### src/rtl/isa_pkg.sv
// MIPS opcode constants, instruction field slices and issue FSM encoding.
// Shared by the instruction issue front end and DatapathController.
package isa_pkg;

    localparam logic [5:0] OP_RTYPE    = 6'b000000;
    localparam logic [5:0] OP_MUL      = 6'b011100;
    localparam logic [5:0] OP_SPECIAL3 = 6'b011111;
    localparam logic [5:0] OP_ADDI     = 6'b001000;
    localparam logic [5:0] OP_ADDIU    = 6'b001001;
    localparam logic [5:0] OP_SLTI     = 6'b001010;
    localparam logic [5:0] OP_SLTIU    = 6'b001011;
    localparam logic [5:0] OP_ANDI     = 6'b001100;
    localparam logic [5:0] OP_ORI      = 6'b001101;
    localparam logic [5:0] OP_XORI     = 6'b001110;

    localparam int OPCODE_HI = 31;
    localparam int OPCODE_LO = 26;
    localparam int RS_HI     = 25;
    localparam int RS_LO     = 21;
    localparam int RT_HI     = 20;
    localparam int RT_LO     = 16;
    localparam int RD_HI     = 15;
    localparam int RD_LO     = 11;
    localparam int FUNCT_HI  = 5;
    localparam int FUNCT_LO  = 0;
    localparam int IMM_HI    = 15;
    localparam int IMM_LO    = 0;

    typedef enum logic [1:0] {
        IDLE     = 2'd0,
        ISSUE    = 2'd1,
        MUL_HOLD = 2'd2
    } issueState_t;

endpackage

### src/rtl/issue_fifo.sv
// Instruction buffer: storage, read/write pointers and occupancy.
// Flush clears pointers and count but leaves storage untouched.
module issue_fifo
    import isa_pkg::*;
#(
    parameter int DEPTH  = 4,
    parameter int DATA_W = 32
) (
    input  logic                     Clk,
    input  logic                     Rst,
    input  logic                     Push,
    input  logic                     Pop,
    input  logic                     Flush,
    input  logic [DATA_W-1:0]        WrData,
    output logic [DATA_W-1:0]        Head,
    output logic [$clog2(DEPTH):0]   Count,
    output logic                     Empty,
    output logic                     Full
);

    localparam int PW = $clog2(DEPTH);
    localparam int CW = PW + 1;

    logic [DATA_W-1:0] mem [DEPTH];
    logic [PW-1:0]     wrPtr;
    logic [PW-1:0]     rdPtr;
    logic [CW-1:0]     count;
    logic              doPush;
    logic              doPop;

    assign Empty  = (count == '0);
    assign Full   = (count == CW'(DEPTH));
    assign doPush = Push && !Full;
    assign doPop  = Pop && !Empty;
    assign Head   = mem[rdPtr];
    assign Count  = count;

    always_ff @(posedge Clk or negedge Rst) begin
        if (!Rst) begin
            wrPtr <= '0;
            rdPtr <= '0;
            count <= '0;
            for (int i = 0; i < DEPTH; i++) begin
                mem[i] <= '0;
            end
        end else if (Flush) begin
            wrPtr <= '0;
            rdPtr <= '0;
            count <= '0;
        end else begin
            if (doPush) begin
                mem[wrPtr] <= WrData;
                wrPtr      <= wrPtr + 1'b1;
            end
            if (doPop) begin
                rdPtr <= rdPtr + 1'b1;
            end
            unique case ({doPush, doPop})
                2'b10:   count <= count + 1'b1;
                2'b01:   count <= count - 1'b1;
                default: count <= count;
            endcase
        end
    end

endmodule

### src/rtl/instr_issue_queue.sv
// Opcode producer for DatapathController: buffers instruction words and
// issues decoded fields, stalling one cycle after every multiply.
module instr_issue_queue
    import isa_pkg::*;
#(
    parameter int DEPTH  = 4,
    parameter int DATA_W = 32
) (
    input  logic                   Clk,
    input  logic                   Rst,
    input  logic [DATA_W-1:0]      InstrIn,
    input  logic                   InstrValid,
    output logic                   InstrReady,
    input  logic                   Flush,
    output logic                   IssueValid,
    input  logic                   IssueReady,
    output logic [5:0]             OpCode,
    output logic [4:0]             Rs,
    output logic [4:0]             Rt,
    output logic [4:0]             Rd,
    output logic [5:0]             Funct,
    output logic [15:0]            Imm,
    output logic [$clog2(DEPTH):0] Count,
    output logic                   Empty,
    output logic                   Full
);

    localparam int CW = $clog2(DEPTH) + 1;

    issueState_t       state;
    logic [DATA_W-1:0] head;
    logic              push;
    logic              pop;

    assign InstrReady = !Full;
    assign IssueValid = (state == ISSUE);
    assign push       = InstrValid && !Full && !Flush;
    assign pop        = IssueValid && IssueReady;

    issue_fifo #(
        .DEPTH  (DEPTH),
        .DATA_W (DATA_W)
    ) uFifo (
        .Clk    (Clk),
        .Rst    (Rst),
        .Push   (push),
        .Pop    (pop),
        .Flush  (Flush),
        .WrData (InstrIn),
        .Head   (head),
        .Count  (Count),
        .Empty  (Empty),
        .Full   (Full)
    );

    assign OpCode = head[OPCODE_HI:OPCODE_LO];
    assign Rs     = head[RS_HI:RS_LO];
    assign Rt     = head[RT_HI:RT_LO];
    assign Rd     = head[RD_HI:RD_LO];
    assign Funct  = head[FUNCT_HI:FUNCT_LO];
    assign Imm    = head[IMM_HI:IMM_LO];

    // Transitions look at the post-edge occupancy so a push is visible next cycle.
    always_ff @(posedge Clk or negedge Rst) begin
        if (!Rst) begin
            state <= IDLE;
        end else if (Flush) begin
            state <= IDLE;
        end else begin
            case (state)
                IDLE: begin
                    if (push) state <= ISSUE;
                end
                ISSUE: begin
                    if (pop) begin
                        if (OpCode == OP_MUL) begin
                            state <= MUL_HOLD;
                        end else if (Count == CW'(1) && !push) begin
                            state <= IDLE;
                        end
                    end
                end
                MUL_HOLD: begin
                    if (Count != '0 || push) state <= ISSUE;
                    else                     state <= IDLE;
                end
                default: state <= IDLE;
            endcase
        end
    end

endmodule
### config.mk
export PLATFORM = sky130hd
export DESIGN_NAME = instr_issue_queue
export DESIGN_NICKNAME = d
export VERILOG_FILES = /design/src/rtl/isa_pkg.sv /design/src/rtl/issue_fifo.sv /design/src/rtl/instr_issue_queue.sv
export SDC_FILE = /design/constraint.sdc
export NUM_CORES = 1
export LEC_CHECK = 0
export ABC_AREA = 1
export CAP_MARGIN = 5
export CORE_UTILIZATION = 35
export CTS_CLUSTER_DIAMETER = 50
export DETAILED_ROUTE_END_ITERATION = 6
export SKIP_CTS_REPAIR_TIMING = 1
export SLEW_MARGIN = 20
export SYNTH_ARGS = -nofsm -noshare
export SYNTH_HDL_FRONTEND = slang
export SYNTH_SLANG_ARGS = --single-unit
### constraint.sdc
create_clock -name Clk -period 1.7 [get_ports Clk]
set_input_delay 0.255 -clock Clk [delete_from_list [all_inputs] [get_ports Clk]]
set_output_delay 0.255 -clock Clk [all_outputs]
set_load 0.03 [all_outputs]
# After elaboration in Yosys (flattened, before gate mapping)
# Index checks and enable logic that the tools add are counted.
# op_classes
n_addsub	4
magnitude_cmp	3
n_eq_ne	10
muxes	19
bitwise_logic	3
reduce_logical	20
# op_table
cell	n
128-bit bitwise mux	1
32-bit 2-to-1 mux	3
32-bit binary-select mux with 2-bit select	1
32-bit demux with 2-bit select	1
2-bit 2-to-1 mux	9
1-bit logical AND	7
6-bit by 5-bit == test with 1-bit output (second input constant)	1
3-bit >= comparator (second input constant)	2
2-bit NOT with 3-bit output	2
2-bit case mux with 3 select lines	1
3-bit case mux with 2 select lines	1
3-bit nonzero test	2
2-bit by 1-bit adder with 2-bit output (second input constant)	2
2-bit by 1-bit == test with 1-bit output (second input constant)	2
2-bit == test (second input constant)	2
1-bit logical NOT	4
4-bit by 2-bit != test with 1-bit output (second input constant)	1
2-bit nonzero test	2
3-bit by 1-bit adder with 3-bit output (second input constant)	1
3-bit by 1-bit == test with 1-bit output (second input constant)	1
3-bit == test (second input constant)	1
3-bit logical NOT	1
3-bit by 1-bit less-than comparator with 1-bit output (second input constant)	1
3-bit 2-to-1 mux	1
other kinds (9)	9
# totals
regBits	137
wordCells	67

# Longest topological paths before layout
# Gate-level depths: netlist (run 1).
# logic_depth
depth_word	11
depth_mapped	12
depth_no_buf	11

# Modules after synthesis
# A second synthesis (run 1) with hierarchy kept.
# hier_totals
hier_cells	730
hier_area_um2	6597.6
# modules_own_cells
mod	instances	cells_per_inst	area_per_inst_um2	seq_area_each_um2
issue_fifo	1	684	6303.5	3378.2
instr_issue_queue	1	46	294.0	50.0

# Worst setup path before layout (run 1)
# Ideal clock, no wire load.
# synth_timing
path_type	flip-flop to output port
from	register uFifo.rdPtr[1]
to	output port Rd[0]
arrival_ns	1.935
t_required_ns	1.445
path_slack_ns	-0.490
stages_incl_launch_ff	7
cell_sequence	dfrtp_1 > inv_1 > clkbuf_1 > clkbuf_1 > o21ai_0 > o22ai_1 > buf_4
# synth_via
elab_chain_cells	4
# synth_rtl
element	line_no	text
start: declaration	issue_fifo.sv:26	logic [PW-1:0] rdPtr;
start signal: assignment	issue_fifo.sv:56	rdPtr <= rdPtr + 1'b1;
2-bit NOT with 3-bit output (not written as such)	issue_fifo.sv:35	assign Head = mem[rdPtr];
32-bit binary-select mux with 2-bit select	issue_fifo.sv:35	
32-bit 2-to-1 mux (not written as such) (2 in series)	issue_fifo.sv:35	
end: declaration	instr_issue_queue.sv:20	output logic [4:0] Rd,
# Every way passes these cells. The select of a mux whose other input is x is not followed.

# Final worst setup path (run 1)
# layout_timing
from	register uFifo.rdPtr[0]
to	output port Imm[2]
# layout_via
elab_chain_cells	4
# layout_rtl
element	line_no	text
2-bit NOT with 3-bit output (not written as such)	issue_fifo.sv:35	
32-bit binary-select mux with 2-bit select	issue_fifo.sv:35	
32-bit 2-to-1 mux (not written as such) (2 in series)	issue_fifo.sv:35	
end: declaration	instr_issue_queue.sv:22	output logic [15:0] Imm,
# Every way passes these cells. The select of a mux whose other input is x is not followed.

==> results of run 1 <==
==> logic make-up (layout without fill, tap and decap cells) <==
family                   count (synthesis)  in the layout  share of synthesized area [%]
AO/OA/AOI/OAI                           94             94                           7.21
XOR/XNOR                                 2              2                          0.249
adder cells (fa/ha/maj)                  8              8                           1.43
buffers and inverters                   75            201                           7.64
flip-flops                             137            137                           48.8
multiplexers                           124            124                           25.9
AND/OR/NAND/NOR                        133            133                           8.80
==> power by group through the flow <==
stage	logic [W]	clock network (W)	registers, W
CTS	0.00745	0.00379	0.00556
global placement	0.00726	0	0.00552
finish	0.00797	0.00372	0.00561
global route	0.00853	0.00393	0.00576
floorplan	0.00555	0	0.00537
detailed placement	0.00741	0	0.00557
==> layout make-up <==
class / count / area, µm² / area share (%)
sequential: 137 / 3430 / 36.2
timing repair buffer: 138 / 1570 / 16.5
tap: 265 / 332 / 3.50
inverter: 32 / 135 / 1.43
clock inverter: 13 / 154 / 1.62
clock buffer: 18 / 429 / 4.53
multi-input combinational: 361 / 3420 / 36.1
==> path summary, 6_finish.rpt <==
| path | start | to | slack [ns] | depth (start not counted) |
|---|---|---|---|---|
| max in group asynchronous | Rst | uFifo.mem[16]$_DFFE_PN0P_ | 0.70 | 3 |
| min in group Clk | IssueReady | state[1]$_DFFE_PN0P_ | 0.46 | 3 |
| min | Rst | uFifo.mem[79]$_DFFE_PN0P_ | 0.33 | 2 |
| max | uFifo.rdPtr[0]$_DFFE_PN0P_ | Imm[2] | -0.28 | 4 |
| min reg2reg | uFifo.mem[33]$_DFFE_PN0P_ | uFifo.mem[33]$_DFFE_PN0P_ | 0.51 | 1 |
| max reg2reg | uFifo.Count[1]$_DFFE_PN0P_ | uFifo.mem[127]$_DFFE_PN0P_ | -0.09 | 9 |
==> critical path, cell delays in order, from the launching register on <==
cell	delay (ns)
dfrtp_2	0.47
buf_6	0.18
o21ai_0	0.35
o22ai_4	0.14
buf_6	0.16
==> per-stage QoR <==
step           instance area (µm²)  hold slack, ns  setup slack [ns]  instances
6_report                      9470           0.331            -0.284        964
5_1_grt                       9470           0.357            -0.352        964
4_1_cts                       9050          -0.237            -0.443        953
3_5_place_dp                  8470           0.221            -0.242        922
3_3_place_gp                  8470           0.212            -0.238        922
2_1_floorplan                 7320         -0.0406            -0.213        573
==> synthesized netlist by cell type, types with 2 or more instances <==
cell type / count / share of area, %
dfrtp_1: 137 / 49
mux2_4: 112 / 24
o21ai_0: 63 / 4.5
nor2_1: 59 / 3.2
nand2_1: 47 / 2.5
inv_1: 31 / 1.7
o22ai_1: 26 / 2.3
clkbuf_1: 17 / 0.91
nand3_1: 17 / 1.2
buf_12: 12 / 3.4
buf_4: 12 / 1.3
mux2_2: 12 / 1.9
ha_1: 8 / 1.4
nor2_8: 5 / 1.4
a21oi_1: 3 / 0.21
buf_2: 2 / 0.14
nand4_1: 2 / 0.18
xnor2_1: 2 / 0.25
==> flip-flops by register name (all words and copies together) (netlist names) <==
name	count
uFifo.mem	128
uFifo.Count	3
state	2
uFifo.wrPtr	2
uFifo.rdPtr	2
==> cell usage in the layout (no fill, tap or decap), drive strengths merged <==
| cell type | n |
|---|---|
| o22ai | 26 |
| inv | 33 |
| a21oi | 3 |
| ha | 8 |
| dfrtp | 137 |
| nand2 | 49 |
| nor2 | 64 |
| clkinv | 5 |
| clkinvlp | 4 |
| nand4 | 2 |
| clkbuf | 23 |
| dlygate4sd3 | 1 |
| mux2 | 124 |
| a22o | 1 |
| dlymetal6s2s | 4 |
| nand3 | 17 |
| xnor2 | 2 |
| bufinv | 3 |
| o21ai | 64 |
| nor3 | 1 |
| clkdlybuf4s50 | 35 |
| buf | 93 |
==> metal layers <==
| layer | up-vias | GRT usage [%] | routed length [µm] |
|---|---|---|---|
| met5 | - | 0 | 13 |
| met4 | 2 | 4.65 | 200 |
| met3 | 21 | 5.26 | 702 |
| met2 | 115 | 28.1 | 8250 |
| met1 | 2455 | 24.0 | 8460 |
| li1 | 2174 | - | - |
==> summary.md, run 1 <==
| Metric | Value |
|---|---|
| HP Class | primary input to async pin |
| RSZ-0062 raised after global routing | yes |
| Tmin final | ~2 ns |
| Layout Utilization | roughly 48% |
| Htree depth | 4 |
| Post-Synthesis Cells | about 570 |
| PortBufs | 86 |
| Initial antenna violation count | 1 |
| Top_reg_cell synth | dfrtp_1 |
| CP arrival | approximately 1.7 ns |
| Ratio of cells with drive above 1 in the final layout | between 40 and 50% |
| Syn nets | 618 |
| Synth warn | 0 |
| Max_slew headroom | 69.2% |
| Reg clk slew, reported paths | around 0.06 ns |
| Die W | about 140 µm |
| Number of global-route vias before repair | just over 5000 |
| Critical path endpoint category | output pin |
| Switching Share | 35.8% |
| I/O pin total | 87 |
| Seq cells post-synth | between 100 and 150 |
| Area Overhead vs Synth | 34.9% |
| Clock Latency Late Sink | 0.43 ns |
| EDFF count, synth | 0 |
| DR pass1 iterations | 4 |
| Max Clk Rate | roughly 500 MHz |
| CP Launch Type | flop |
| Number of CTS-inserted buffers | 17 |
| Int Pwr | around 0.011 W |
| Clock share of power | 21.5% |
| Critical path required time | about 1.4 ns |
| Slew @ Worst Pin | 0.462 ns |
| Setup WS post-layout | -0.284 ns |
| Site row count | 51 |
| Synthesized area | between 0.007 and 0.008 mm² |
| Largest net degree at the start of global routing | 43 |
| Routed vias/inst | ~4.9 |
| Total power | 0.0173 W |
| DR iter-0 viols | 210 |
| Final setup viols | roughly 170 |
| Die area | 0.0206 mm² |
| Status | complete, but fails checks |
| Sequential power share | 32.4% |
| Routed WL per cell | roughly 18 µm |
| Peak VDD IR | 0.00103 V |
| Crit share post-route | 117% |
| CTS Sinks | approximately 140 |
| Hold Vio Cnt, Final | 0 |
| ANT cells | 0 |
| Gpl congestion | between 0.7 and 0.8 |
| Starting Density | roughly 36% |
| CTS tree | done |
| Ys async rst share | 100% |
| Drt drc | 0 |
| Avg Inst Size Synth | 12.3 µm² |
| Sum Neg Setup Slack | -15.33 ns |
| First-pass GRT wire length | approximately 28000 µm |
| GRT Overall Usage | between 15 and 20% |
| Max-cap violation count | 0 |
| Core Footprint | 0.0196 mm² |
| Violated checks | setup timing |
| Worst Skew | just under 0.009 ns |
| WL final | roughly 18000 µm |
| DPL Wire Length | 11100 µm |
| FILL cells | ~1700 |
| Slew Viols, Final | 0 |
| Total grt overflow | 0 |
| Logic pwr share | ~46% |
| Die height | approximately 140 µm |
| Pwr Density | around 1800 mW/mm² |
| Leak | 4.44 nW |
| Switching pwr | around 0.0062 W |
| Worst-path maximum fanout | 14 |
| Crit path kind | flop to output pin |
| Vias | about 4800 |
| CTS Buffer Depth | 2 |
| Final nets | about 730 |
| Post-synth cell types | 24 |
| Root Driver | clkbuf_16 |
| DRT antenna net count | 0 |
| Sequential fraction of the synthesis area | 48.8% |
Note: power is estimated with default switching activity, not from simulation.
==> run 2, diff against run 1 <==
--- a/config.mk
+++ b/config.mk
@@ -7,9 +7,12 @@
 export LEC_CHECK = 0
 export ABC_AREA = 1
 export CAP_MARGIN = 5
-export CORE_UTILIZATION = 35
+export CELL_PAD_IN_SITES_DETAIL_PLACEMENT = 0
+export CELL_PAD_IN_SITES_GLOBAL_PLACEMENT = 2
+export CORE_UTILIZATION = 34
 export CTS_CLUSTER_DIAMETER = 50
 export DETAILED_ROUTE_END_ITERATION = 6
+export PLACE_DENSITY_LB_ADDON = 0.1
 export SKIP_CTS_REPAIR_TIMING = 1
 export SLEW_MARGIN = 20
 export SYNTH_ARGS = -nofsm -noshare
==> run 2 against run 1 <==
Against the previous run:
- the flow still finishes with violations (setup timing)
- clock skew is essentially flat
- fmax grew 0.74%
- sequential share of layout area shrank 0.79 points
- register-to-register slack lost 0.03 ns
- final cell count grew 1.3%
- utilization shrank 0.50 points
- die area grew 2.9%
- via count shrank 2.0%
- hold slack lost 0.021 ns
- largest cell class is now multi-input combinational cells
==> summary.md, run 2 (synthesis gave the netlist of run 1 again) <==
| Metric | Value |
|---|---|
| Status | complete, but fails checks |
| Violated checks | setup timing |
| I/O pin total | 87 |
| Logic pwr share | 44.7% |
| Number of global-route vias before repair | 4864 |
| Htree depth | 4 |
| Max reg flops | between 100 and 150 |
| Total power | roughly 0.018 W |
| Vias | roughly 4700 |
| Critical path endpoint category | output pin |
| DRT antenna net count | 0 |
| Most flop-heavy register | uFifo.mem |
| Crit path kind | flop to output pin |
| Hold Vio Cnt, Final | 0 |
| Die height | around 150 µm |
| Initial antenna violation count | 0 |
| Max_slew headroom | between 70% and 80% |
| Highest-count cells in the layout ignoring fill and taps | 133 x dfrtp_1, 124 x mux2_4, 54 x nor2_1 |
| Crit share post-route | 116% |
| Final nets | 740 |
| Drt drc | 0 |
| GRT Overall Usage | around 17% |
| Fin area | 0.00968 mm² |
| Die area | roughly 0.021 mm² |
| Int Pwr | between 0.01 and 0.015 W |
| Sum Neg Setup Slack | -15.58 ns |
| Starting Density | 34.7% |
| Slew @ Worst Pin | just under 0.4 ns |
| Pwr Density | around 1900 mW/mm² |
| CTS Buffer Depth | 2 |
| CP Launch Type | flop |
| Commonest non-fill, non-tap cell in the layout | dfrtp_1 |
| Clock Latency Late Sink | around 0.42 ns |
| Switching pwr | roughly 0.006 W |
| CTS tree | done |
| Final setup viols | 162 |
| Core Footprint | 0.0202 mm² |
| Placed Instance Area | between 0.008 and 0.009 mm² |
| Max-cap violation count | 0 |
| Clock share of power | 24.3% |
| Critical path required time | between 1 and 1.5 ns |
| Largest net degree at the start of global routing | 45 |
| Worst reg2reg path startpoint | uFifo.Count[0]$_DFFE_PN0P_ |
| Area Overhead vs Synth | 37.9% |
| Crit path from | uFifo.rdPtr[0]$_DFFE_PN0P_ |
| Total grt overflow | 0 |
| Reg clk slew, reported paths | 0.06 ns |
| DPL Wire Length | between 10000 and 15000 µm |
| Ratio of cells with drive above 1 in the final layout | 45.8% |
| Max Clk Rate | 508 MHz |
| Site row count | 52 |
| Root Driver | clkbuf_16 |
| Slew Viols, Final | 0 |
| PortBufs | 86 |
| Worst-path maximum fanout | 16 |
| Number of CTS-inserted buffers | 17 |
| Switching Share | 33.9% |
| Tmin final | 1.97 ns |
| Peak VDD IR | 0.000834 V |
| DR pass1 iterations | 4 |
| Die W | between 100 and 150 µm |
| First-pass GRT wire length | 27200 µm |
| Gpl congestion | between 0.7 and 0.8 |
| HP Class | primary input to async pin |
| Setup WS post-layout | -0.269 ns |
| Routed vias/inst | 4.78 |
| DR iter-0 viols | between 200 and 250 |
| WL final | around 18000 µm |
| Routed WL per cell | around 18 µm |
| Worst Skew | 0.00828 ns |
| Sequential power share | between 30% and 40% |
| RSZ-0062 raised after global routing | yes |
| Leak | 4.53 nW |
| ANT cells | 0 |
| CP arrival | 1.71 ns |
| CTS Sinks | 137 |
-- run 2: per-stage QoR --
stage | util [%] | setup WS, ns | cells | hold WS [ns]
4_1_cts | 45.5 | -0.427 | 966 | -0.257
6_report | 47.9 | -0.269 | 977 | 0.310
3_5_place_dp | 42.1 | -0.204 | 935 | 0.196
5_1_grt | 47.9 | -0.354 | 977 | 0.320
3_3_place_gp | 42.1 | -0.193 | 935 | 0.192
2_1_floorplan | - | -0.213 | 573 | -0.0406
-- run 2: critical path: stages, from the launching register on --
cell and delay [ns]:
dfrtp_2 0.46, inv_4 0.11, buf_12 0.16, buf_12 0.14
o21ai_0 0.09, o22ai_2 0.16, buf_6 0.16
-- run 2: path summary, 6_finish.rpt --
check                           depth (start not counted)                          to  slack [ns]
worst max-delay path                                    6                       Rt[2]       -0.27
worst min-delay path                                    2  uFifo.mem[111]$_DFFE_PN0P_        0.31
worst max register to register                          9   uFifo.mem[43]$_DFFE_PN0P_       -0.12
worst min register to register                          1   uFifo.mem[34]$_DFFE_PN0P_        0.50
max in group asynchronous                               3   uFifo.mem[31]$_DFFE_PN0P_        0.78
min in group Clk                                        1   uFifo.mem[34]$_DFFE_PN0P_        0.50
-- run 2: final cells by class --
cell class                      instances  area [µm²]
Tap cell                              270         338
Clock inverter                         12         246
Sequential cell                       137        3430
Multi-Input combinational cell        361        3440
Fill cell                            1785       10600
Timing Repair Buffer                  146        1640
Inverter                               32         138
Clock buffer                           19         443
-- run 2: metal layers --
layer,wire (µm),up-vias,GRT usage [%]
met3,644,11,4.20
li1,-,2192,-
met5,0,-,0
met4,167,0,4.74
met1,8540,2372,23.1
met2,8180,96,25.6
-- run 2: power groups by stage --
stage	clock network [W]	registers (W)	logic, W
global placement	0	0.00550	0.00744
finish	0.00435	0.00556	0.00802
CTS	0.00446	0.00552	0.00755
global route	0.00462	0.00574	0.00853
floorplan	0	0.00537	0.00555
detailed placement	0	0.00552	0.00752
